**config.mk**
```make
export PLATFORM = sky130hd
export DESIGN_NAME = timer_run_control_flat
export DESIGN_NICKNAME = d
export VERILOG_FILES = /design/src/rtl/timer_run_control_if.sv /design/src/rtl/timer_run_control.sv /design/src/flat_wrapper.sv
export SDC_FILE = /design/constraint.sdc
export NUM_CORES = 1
export LEC_CHECK = 0
export ABC_AREA = 1
export BUFFER_PORTS_ARGS = -buffer_cell sky130_fd_sc_hd__buf_2
export CAP_MARGIN = 10
export CORE_MARGIN = 10
export CORE_UTILIZATION = 30
export CTS_CLUSTER_DIAMETER = 80
export DETAILED_ROUTE_END_ITERATION = 12
export GPL_TIMING_DRIVEN = 0
export PLACE_DENSITY = 0.41
export SYNTH_ARGS = -nofsm -noshare
export SYNTH_HDL_FRONTEND = slang
export SYNTH_SLANG_ARGS = --single-unit
```
**constraint.sdc**
```tcl
create_clock -name clk -period 3.6 [get_ports clk]
set_clock_uncertainty 0.1 [all_clocks]
set_input_delay 0.72 -clock clk [delete_from_list [all_inputs] [get_ports clk]]
set_output_delay 0.72 -clock clk [all_outputs]
set_load 0.005 [all_outputs]
```
**src/rtl/timer_run_control_if.sv**
```systemverilog
// Button, timer-status and timer-control signals of the run-control block.
// master drives the buttons and zero flag; slave is the controller.
interface timer_run_control_if;
  logic       btn_start;
  logic       btn_clear;
  logic       timer_zero;
  logic       timer_enable;
  logic       timer_reset;
  logic [1:0] state;
  logic       expired_led;

  modport master (
    output btn_start,
    output btn_clear,
    output timer_zero,
    input  timer_enable,
    input  timer_reset,
    input  state,
    input  expired_led
  );

  modport slave (
    input  btn_start,
    input  btn_clear,
    input  timer_zero,
    output timer_enable,
    output timer_reset,
    output state,
    output expired_led
  );
endinterface

```
**src/rtl/timer_run_control.sv**
```systemverilog
// Run/pause/done control for the down-count timer with debounced
// start/clear buttons and a blinking expired LED.
module timer_run_control #(
  parameter int DEBOUNCE_CYCLES = 1000000,
  parameter int DEBOUNCE_WIDTH  = 20,
  parameter int BLINK_CYCLES    = 25000000,
  parameter int BLINK_WIDTH     = 25
) (
  input logic               clk,
  input logic               reset,
  timer_run_control_if.slave io
);
  typedef enum logic [1:0] {
    IDLE  = 2'b00,
    RUN   = 2'b01,
    PAUSE = 2'b10,
    DONE  = 2'b11
  } state_t;

  localparam logic [DEBOUNCE_WIDTH-1:0] DB_MAX =
    DEBOUNCE_WIDTH'(DEBOUNCE_CYCLES - 1);
  localparam logic [BLINK_WIDTH-1:0] BL_MAX =
    BLINK_WIDTH'(BLINK_CYCLES - 1);

  logic [1:0] raw;
  logic [1:0] sync1;
  logic [1:0] sync2;
  logic [1:0] level;
  logic [1:0] level_d;
  logic [1:0] press;
  logic [1:0][DEBOUNCE_WIDTH-1:0] db_cnt;

  logic start;
  logic clear;

  state_t                 state;
  logic                   trst;
  logic                   led;
  logic [BLINK_WIDTH-1:0] bl_cnt;

  assign raw   = {io.btn_clear, io.btn_start};
  assign start = press[0];
  assign clear = press[1];

  // bit 0 = start, bit 1 = clear
  always_ff @(posedge clk or negedge reset) begin
    if (!reset) begin
      sync1   <= '0;
      sync2   <= '0;
      level   <= '0;
      level_d <= '0;
      press   <= '0;
      db_cnt  <= '0;
    end else begin
      sync1   <= raw;
      sync2   <= sync1;
      level_d <= level;
      press   <= level & ~level_d;
      for (int i = 0; i < 2; i++) begin
        if (sync2[i] == level[i]) begin
          db_cnt[i] <= '0;
        end else if (db_cnt[i] == DB_MAX) begin
          level[i]  <= ~level[i];
          db_cnt[i] <= '0;
        end else begin
          db_cnt[i] <= db_cnt[i] + DEBOUNCE_WIDTH'(1);
        end
      end
    end
  end

  // clear beats the zero flag, which beats start
  always_ff @(posedge clk or negedge reset) begin
    if (!reset) begin
      state  <= IDLE;
      trst   <= 1'b0;
      led    <= 1'b0;
      bl_cnt <= '0;
    end else begin
      trst <= 1'b0;
      unique case (state)
        IDLE: begin
          if (clear) begin
            trst <= 1'b1;
          end else if (start) begin
            state <= RUN;
          end
        end
        RUN: begin
          if (clear) begin
            state <= IDLE;
            trst  <= 1'b1;
          end else if (io.timer_zero) begin
            state  <= DONE;
            led    <= 1'b1;
            bl_cnt <= '0;
          end else if (start) begin
            state <= PAUSE;
          end
        end
        PAUSE: begin
          if (clear) begin
            state <= IDLE;
            trst  <= 1'b1;
          end else if (start) begin
            state <= RUN;
          end
        end
        DONE: begin
          if (clear) begin
            state  <= IDLE;
            trst   <= 1'b1;
            led    <= 1'b0;
            bl_cnt <= '0;
          end else if (bl_cnt == BL_MAX) begin
            led    <= ~led;
            bl_cnt <= '0;
          end else begin
            bl_cnt <= bl_cnt + BLINK_WIDTH'(1);
          end
        end
        default: state <= IDLE;
      endcase
    end
  end

  assign io.timer_enable = (state == RUN);
  assign io.timer_reset  = trst;
  assign io.state        = state;
  assign io.expired_led  = led;
endmodule
```
**src/flat_wrapper.sv**
```systemverilog
// flat-port wrapper written by rule: the top's interface ports become plain ports
module timer_run_control_flat 
#(
  parameter int DEBOUNCE_CYCLES = 1000000,
  parameter int DEBOUNCE_WIDTH  = 20,
  parameter int BLINK_CYCLES    = 25000000,
  parameter int BLINK_WIDTH     = 25
)
  (clk, reset, io_btn_start, io_btn_clear, io_timer_zero, io_timer_enable, io_timer_reset, io_state, io_expired_led);
  timer_run_control_if io_i ();
  input logic clk;
  input logic reset;
  input wire logic [$bits(io_i.btn_start)-1:0] io_btn_start;
  input wire logic [$bits(io_i.btn_clear)-1:0] io_btn_clear;
  input wire logic [$bits(io_i.timer_zero)-1:0] io_timer_zero;
  output wire logic [$bits(io_i.timer_enable)-1:0] io_timer_enable;
  output wire logic [$bits(io_i.timer_reset)-1:0] io_timer_reset;
  output wire logic [$bits(io_i.state)-1:0] io_state;
  output wire logic [$bits(io_i.expired_led)-1:0] io_expired_led;
  assign io_i.btn_start = io_btn_start;
  assign io_i.btn_clear = io_btn_clear;
  assign io_i.timer_zero = io_timer_zero;
  assign io_timer_enable = io_i.timer_enable;
  assign io_timer_reset = io_i.timer_reset;
  assign io_state = io_i.state;
  assign io_expired_led = io_i.expired_led;
  timer_run_control #(.DEBOUNCE_CYCLES(DEBOUNCE_CYCLES), .DEBOUNCE_WIDTH(DEBOUNCE_WIDTH), .BLINK_CYCLES(BLINK_CYCLES), .BLINK_WIDTH(BLINK_WIDTH)) u_core (.clk(clk), .reset(reset), .io(io_i));
endmodule
```
==> results of run 1 <==
## power groups by stage
| stage | logic (mW) | clock network [mW] | registers, mW |
|---|---|---|---|
| final | 0.0459 | 1.13 | 0.900 |
| after global routing | 0.0547 | 1.21 | 0.900 |
| after CTS | 0.0487 | 1.18 | 0.900 |
| after detailed placement | 0.0487 | 0 | 0.916 |
| after global placement | 0.0442 | 0 | 0.916 |
| after floorplan | 0.0173 | 0 | 0.916 |
## logic make-up (layout without fill, tap and decap cells)
| group | after synthesis | in the layout |
|---|---|---|
| flip-flops | 79 | 79 |
| buffers and inverters | 77 | 103 |
| adder cells (fa/ha/maj) | 3 | 3 |
| AO/OA/AOI/OAI | 28 | 28 |
| AND/OR/NAND/NOR | 337 | 337 |
| XOR/XNOR | 25 | 25 |
## state kept, by name, indices dropped and copies added, names as in the netlist, 2 cells and up
signal	flops
u_core.db_cnt	40
u_core.bl_cnt	25
u_core.io.state	2
u_core.level	2
u_core.level_d	2
u_core.press	2
u_core.sync1	2
u_core.sync2	2
## area by class of cell
type,instances,area [sq um],area share
flip-flops and latches,79,1980,0.408
multi-input cells,393,1880,0.388
inverters,74,278,0.0574
clock buffers,9,225,0.0465
well taps,180,225,0.0465
clock inverters,7,145,0.0300
repair buffers,10,75.1,0.0155
plain buffers,3,36.3,0.00750
## critical path, stage by stage, from the launching register on
cell and delay (ns):
dfrtp_1 0.43, inv_2 0.11, nor2_1 0.13, buf_2 0.13
## final timing paths
kind,cells past startpoint,end,slack [ns],start
setup / recovery,3,io_timer_enable,1.64,u_core.io.state[0]
hold / removal,1,u_core.bl_cnt[20],0.15,reset
setup reg to reg,8,u_core.db_cnt[36],1.69,u_core.db_cnt[20]
hold reg to reg,0,u_core.sync2[0],0.25,u_core.sync1[0]
max in group asynchronous,2,u_core.db_cnt[6],2.65,reset
min in group clk,0,u_core.sync2[0],0.25,u_core.sync1[0]
## placed cells by master, fill, tap and decap left out, types with 6 or more instances in the layout
cell       netlist  final
buf_2            0      8
xor2_1          19     19
nor2_1         121    121
xnor2_1          6      6
a21oi_1         11     11
nand3_1         34     34
dfrtp_1         79     79
clkbuf_16        0      9
nor3_1          12     12
nor3b_1          6      6
nand2_1        133    133
o21ai_0          6      6
nor2_2           7      7
inv_1           71     71
nand4_1         15     15
## metrics by stage
step / setup slack (ns) / hold WS [ns] / utilization / total power, mW
after global placement: 0.949 / 0.234 / 0.322 / 0.960
after detailed placement: 1.64 / 0.237 / 0.324 / 0.965
after CTS: 1.60 / 0.148 / 0.351 / 2.12
after floorplan: 2.02 / 0.231 / - / 0.933
final: 1.64 / 0.153 / 0.351 / 2.08
after global routing: 1.44 / 0.154 / 0.351 / 2.17
## per-layer routing
| layer | global-route usage | up-vias | part of all wire |
|---|---|---|---|
| li1 | - | 1756 | - |
| met1 | 0.130 | 1541 | 0.48 |
| met2 | 0.173 | 25 | 0.49 |
| met3 | 0.0351 | 6 | 0.029 |
| met4 | 0.0313 | 0 | 0.0095 |
| met5 | 0 | - | 0 |
==> results_dict.tcl, run 1 <==
set metrics [dict create \
    fillers 1486 \
    syn_avg_cell_area_sq_um 7.59 \
    place_inst 739 \
    synth_top_family_by_area "simple AND/OR/NAND/NOR gates" \
    synthCells 549 \
    antenna_found_initial 0 \
    power.density_nw_per_um2 430 \
    setup_violations 0 \
    synthArstFlopShare 1.00 \
    synth_edf_count 0 \
    cp.arrival_ns 1.14 \
    cts_tree "yes" \
    min_path_type "in2async" \
    vias_per_cell 4.41 \
    p_seq_frac 0.433 \
    first_pass_iters 4 \
    placementRows 43 \
    min_period_over_period 0.545 \
    rsz0062_at_grt "false" \
    yosys.area_share.simple 0.346 \
    cts_root_buf "clkbuf_16" \
    critical_path_class "reg2out" \
    cts.path.max_buffers 2 \
    grt_pass1_wl_um 16100 \
    path_clk_slew_ns 0.06 \
    ir_drop_uv 291 \
    synthTopCellsByArea "dfrtp_1, nand2_1, nor2_1" \
    power_frac_clock 0.545 \
    area_delta_synth_final_pct 16.1 \
    slew_headroom 0.719 \
    maxCapViolations 0 \
    core_sq_um 13800 \
    clock_latency_ns 0.34 \
    yosysTopAreaCellShare 0.474 \
    hold_viol 0 \
    grtUsageTotal 0.106 \
    initial_core_util 0.303 \
    clock.fmax_mhz 510 \
    numCtsBuffers 9 \
    start_kind "flip-flop" \
    yosysWarnings 0 \
    synth_common_cells "nand2_1, nor2_1, dfrtp_1, inv_1, nand3_1" \
    p_int_mw 1.66 \
    die_width_um 138 \
    routabilityCongestion 0.781 \
    cts_sinks 79 \
    swShare 0.203 \
    synth_top_area_cell "dfrtp_1" \
    vias 3328 \
    wirelength_um 9120 \
    holdBufCountCts 0 \
    grt_max_degree 64 \
    synthAdderAreaFrac 0.00900 \
    critPathRequiredTime_ns 2.78 \
    wire_per_inst_um 12.1 \
    die_area_sq_um 19000 \
    ios 10 \
    grt_pass1_vias 3351 \
    tightest_slew_ns 0.421 \
    p_leak_nw 2.37 \
    final_cell_area_sq_um 4840 \
    power.switching_mw 0.423 \
    status "complete, no violations" \
    fin_tns_setup_ns 0 \
    critPathMaxFanout 6 \
    syn_area_sq_um 4170 \
    cts-htree-levels 3 \
    seq_area_frac_synth 0.474 \
    finalNonFillerCells 755 \
    diodes 0 \
    postPlaceCellArea_sq_um 4470 \
    synthXorXnorAreaFrac 0.0525 \
    drtIter0Drc 194 \
    endpoint_kind "primary output" \
    ys_ff_latch 79 \
    synth.area.mux_share 0 \
    antenna_left 0 \
    synth-main-ff-cell "dfrtp_1" \
    cts_resized 0 \
    yosys.cell_types.count 31 \
    grt_overflow_total 0 \
    drt_drc_violations_left 0 \
    dp_hpwl_um 6510 \
    postCtsSetupBuffers 0 \
    slew_viol_final 0 \
    synth_compound_area_frac 0.0429 \
    fin_crit_ns 1.96 \
    synthesis.nets 557 \
    portBuffers 9 \
    pwr-share-comb 0.022 \
    yosysMostFrequentCell "nand2_1" \
    die_y_um 138 \
    drive_gt1_frac 0.0835 \
    fin_nets 578 \
]
(Power assumes the default switching activity.)
==> inputs of run 2 (changes only) <==
--- a/config.mk
+++ b/config.mk
@@ -5,7 +5,7 @@
 export SDC_FILE = /design/constraint.sdc
 export NUM_CORES = 1
 export LEC_CHECK = 0
-export ABC_AREA = 1
+export ABC_AREA = 0
 export BUFFER_PORTS_ARGS = -buffer_cell sky130_fd_sc_hd__buf_2
 export CAP_MARGIN = 10
 export CORE_MARGIN = 10
@@ -13,7 +13,7 @@
 export CTS_CLUSTER_DIAMETER = 80
 export DETAILED_ROUTE_END_ITERATION = 12
 export GPL_TIMING_DRIVEN = 0
-export PLACE_DENSITY = 0.41
+export PLACE_DENSITY = 0.43
 export SYNTH_ARGS = -nofsm -noshare
 export SYNTH_HDL_FRONTEND = slang
 export SYNTH_SLANG_ARGS = --single-unit
==> constraint.sdc (replaced) <==
create_clock -name clk -period 1.78 [get_ports clk]
set_clock_uncertainty 0.1 [all_clocks]
set_input_delay 0.356 -clock clk [delete_from_list [all_inputs] [get_ports clk]]
set_output_delay 0.356 -clock clk [all_outputs]
set_load 0.005 [all_outputs]
==> results_dict.tcl, run 2 <==
set metrics [dict create \
    status "complete, but fails checks" \
    violations "setup timing" \
    start_kind "flip-flop" \
    rr_startpoint "u_core.bl_cnt[10]" \
    grt-busiest-layer "met2" \
    critPathRequiredTime_ns 1.90 \
    critical_path_class "reg2reg" \
    grtUsageTotal 0.106 \
    gr-usage-met1 0.130 \
    grt_overflow_total 0 \
    synth-main-ff-cell "dfrtp_1" \
    hold_viol 0 \
    maxCapViolations 0 \
    power.density_nw_per_um2 744 \
    dp_hpwl_um 5750 \
    die_area_sq_um 17800 \
    die_width_um 133 \
    reg.largest.list "u_core.db_cnt: 40 flops, u_core.bl_cnt: 25 flops" \
    grt_max_degree 50 \
    yosysWarnings 0 \
    crit_path_start "u_core.bl_cnt[10]" \
    antenna_found_initial 0 \
    slew_viol_final 0 \
    synth_edf_count 0 \
    p_leak_nw 2.12 \
    synthesis.nets 397 \
    die_y_um 133 \
    drtIter0Drc 153 \
    largest_reg_flops 40 \
    ys_ff_latch 79 \
    rsz0062_at_grt "true" \
    grt_pass1_vias 3022 \
    drt_drc_violations_left 0 \
    yosys.cell_types.count 45 \
    layout_commonest_cell "dfrtp_1" \
    initial_core_util 0.305 \
    endpoint_kind "flip-flop" \
    synth_top_area_cell "dfrtp_1" \
    area_delta_synth_final_pct 31.3 \
    cts.path.max_buffers 2 \
    synthTopCellsByArea "dfrtp_1, xor2_1, nor2_1" \
    cts-htree-levels 3 \
    fin_crit_ns 2.02 \
    yosysMostFrequentCell "dfrtp_1" \
    path_clk_slew_ns 0.06 \
    critPathMaxFanout 5 \
    wirelength_um 8960 \
    wire_per_inst_um 14.5 \
    drive_gt1_frac 0.291 \
    diodes 0 \
    cts_root_buf "clkbuf_16" \
    routabilityCongestion 0.770 \
    ir_drop_uv 459 \
    use_met2 0.175 \
    min_period_over_period 1.14 \
    core_sq_um 12600 \
    yosysTopAreaCellShare 0.513 \
    clock.fmax_mhz 495 \
    cp.arrival_ns 2.14 \
    slew_headroom 0.576 \
    portBuffers 9 \
    syn_avg_cell_area_sq_um 9.90 \
    fin_ws_ns -0.242 \
    final_cell_mix "dfrtp_1, nor2_1, nand2_1" \
    tightest_slew_ns 0.636 \
    first_pass_iters 4 \
    syn_area_sq_um 3850 \
    synth_common_cells "dfrtp_1, nor2_1, nand2_1, xor2_1" \
    cts_sinks 79 \
    p_total_mw 3.76 \
    ios 10 \
    place_inst 571 \
    regMostFlops "u_core.db_cnt" \
    cts_tree "yes" \
    gr-usage-met3 0.0327 \
    final_cell_area_sq_um 5060 \
    min_path_type "in2reg" \
    synthCells 389 \
    vias 2945 \
    numCtsBuffers 9 \
    grt_pass1_wl_um 15500 \
    vias_per_cell 4.78 \
    placementRows 41 \
    postPlaceCellArea_sq_um 4170 \
    setup_violations 26 \
    fin_nets 447 \
    synthArstFlopShare 1.00 \
    finalNonFillerCells 616 \
    clock_latency_ns 0.34 \
    fin_tns_setup_ns -3.96 \
    antenna_left 0 \
    seq_area_frac_synth 0.513 \
    hp-start "io_btn_clear" \
]
==> run 2: layout make-up <==
class,instances,area (sq um)
plain buffers,8,76.3
clock buffers,14,284
well taps,172,215
clock inverters,2,12.5
fillers,1278,7560
multi-input cells,294,2100
flip-flops and latches,79,1990
inverters,6,22.5
repair buffers,41,354
==> run 2: repair_timing <==
item | CTS | global route
buffers inserted | 20 | 9
resized for setup | 32 | 52
setup endpoints to repair | 68 | 68
hold endpoints to repair | 30 | 0
pin swaps | 17 | 18
hold buffers | 1 | 0
gates cloned | 2 | 0
==> run 2: logic make-up (layout without fill, tap and decap cells) <==
| family | after synthesis | after routing | synth area share |
|---|---|---|---|
| multiplexers | 4 | 4 | 0.0114 |
| XOR/XNOR | 47 | 47 | 0.107 |
| adder cells (fa/ha/maj) | 3 | 3 | 0.00975 |
| AO/OA/AOI/OAI | 40 | 41 | 0.0666 |
| AND/OR/NAND/NOR | 199 | 199 | 0.273 |
| buffers and inverters | 17 | 71 | 0.0192 |
| flip-flops | 79 | 79 | 0.513 |
==> run 2: metal layers <==
layer | vias up | wire length, um | share of wire
met1 | 1437 | 4210 | 0.47
met3 | 12 | 238 | 0.027
li1 | 1474 | - | -
met4 | 0 | 157 | 0.018
met5 | - | 0 | 0
met2 | 22 | 4350 | 0.49
==> run 2: worst paths after layout <==
kind | to | slack [ns] | depth (start not counted)
setup / recovery | u_core.bl_cnt[0] | -0.24 | 6
hold / removal | u_core.sync1[1] | 0.02 | 1
setup reg to reg | u_core.bl_cnt[0] | -0.24 | 6
hold reg to reg | u_core.sync2[0] | 0.25 | 0
max in group asynchronous | u_core.db_cnt[27] | 0.56 | 3
min in group asynchronous | u_core.bl_cnt[10] | 0.42 | 2
==> run 2: power breakdown <==
group | switching, mW | leakage (nW) | internal [mW]
Sequential | 0.0161 | 1.02 | 1.81
Combinational | 0.0740 | 0.954 | 0.0441
Clock | 0.722 | 0.145 | 1.10
==> run 2: per-stage QoR <==
| step | setup WS (ns) | hold slack, ns | util |
|---|---|---|---|
| final | -0.242 | 0.0234 | 0.401 |
| after global routing | -0.286 | 0.00455 | 0.401 |
| after CTS | -0.323 | 0.00841 | 0.380 |
| after detailed placement | -0.501 | 0.238 | 0.331 |
| after global placement | -0.501 | 0.237 | 0.328 |
| after floorplan | -0.153 | -0.0396 | - |
==> run 2: critical path, cell delays in order (launching register included) <==
cell     delay, ns
dfrtp_1       0.38
or4_4         0.55
nor4_4        0.14
buf_4         0.19
a21oi_4       0.10
buf_6         0.18
mux2_2        0.27
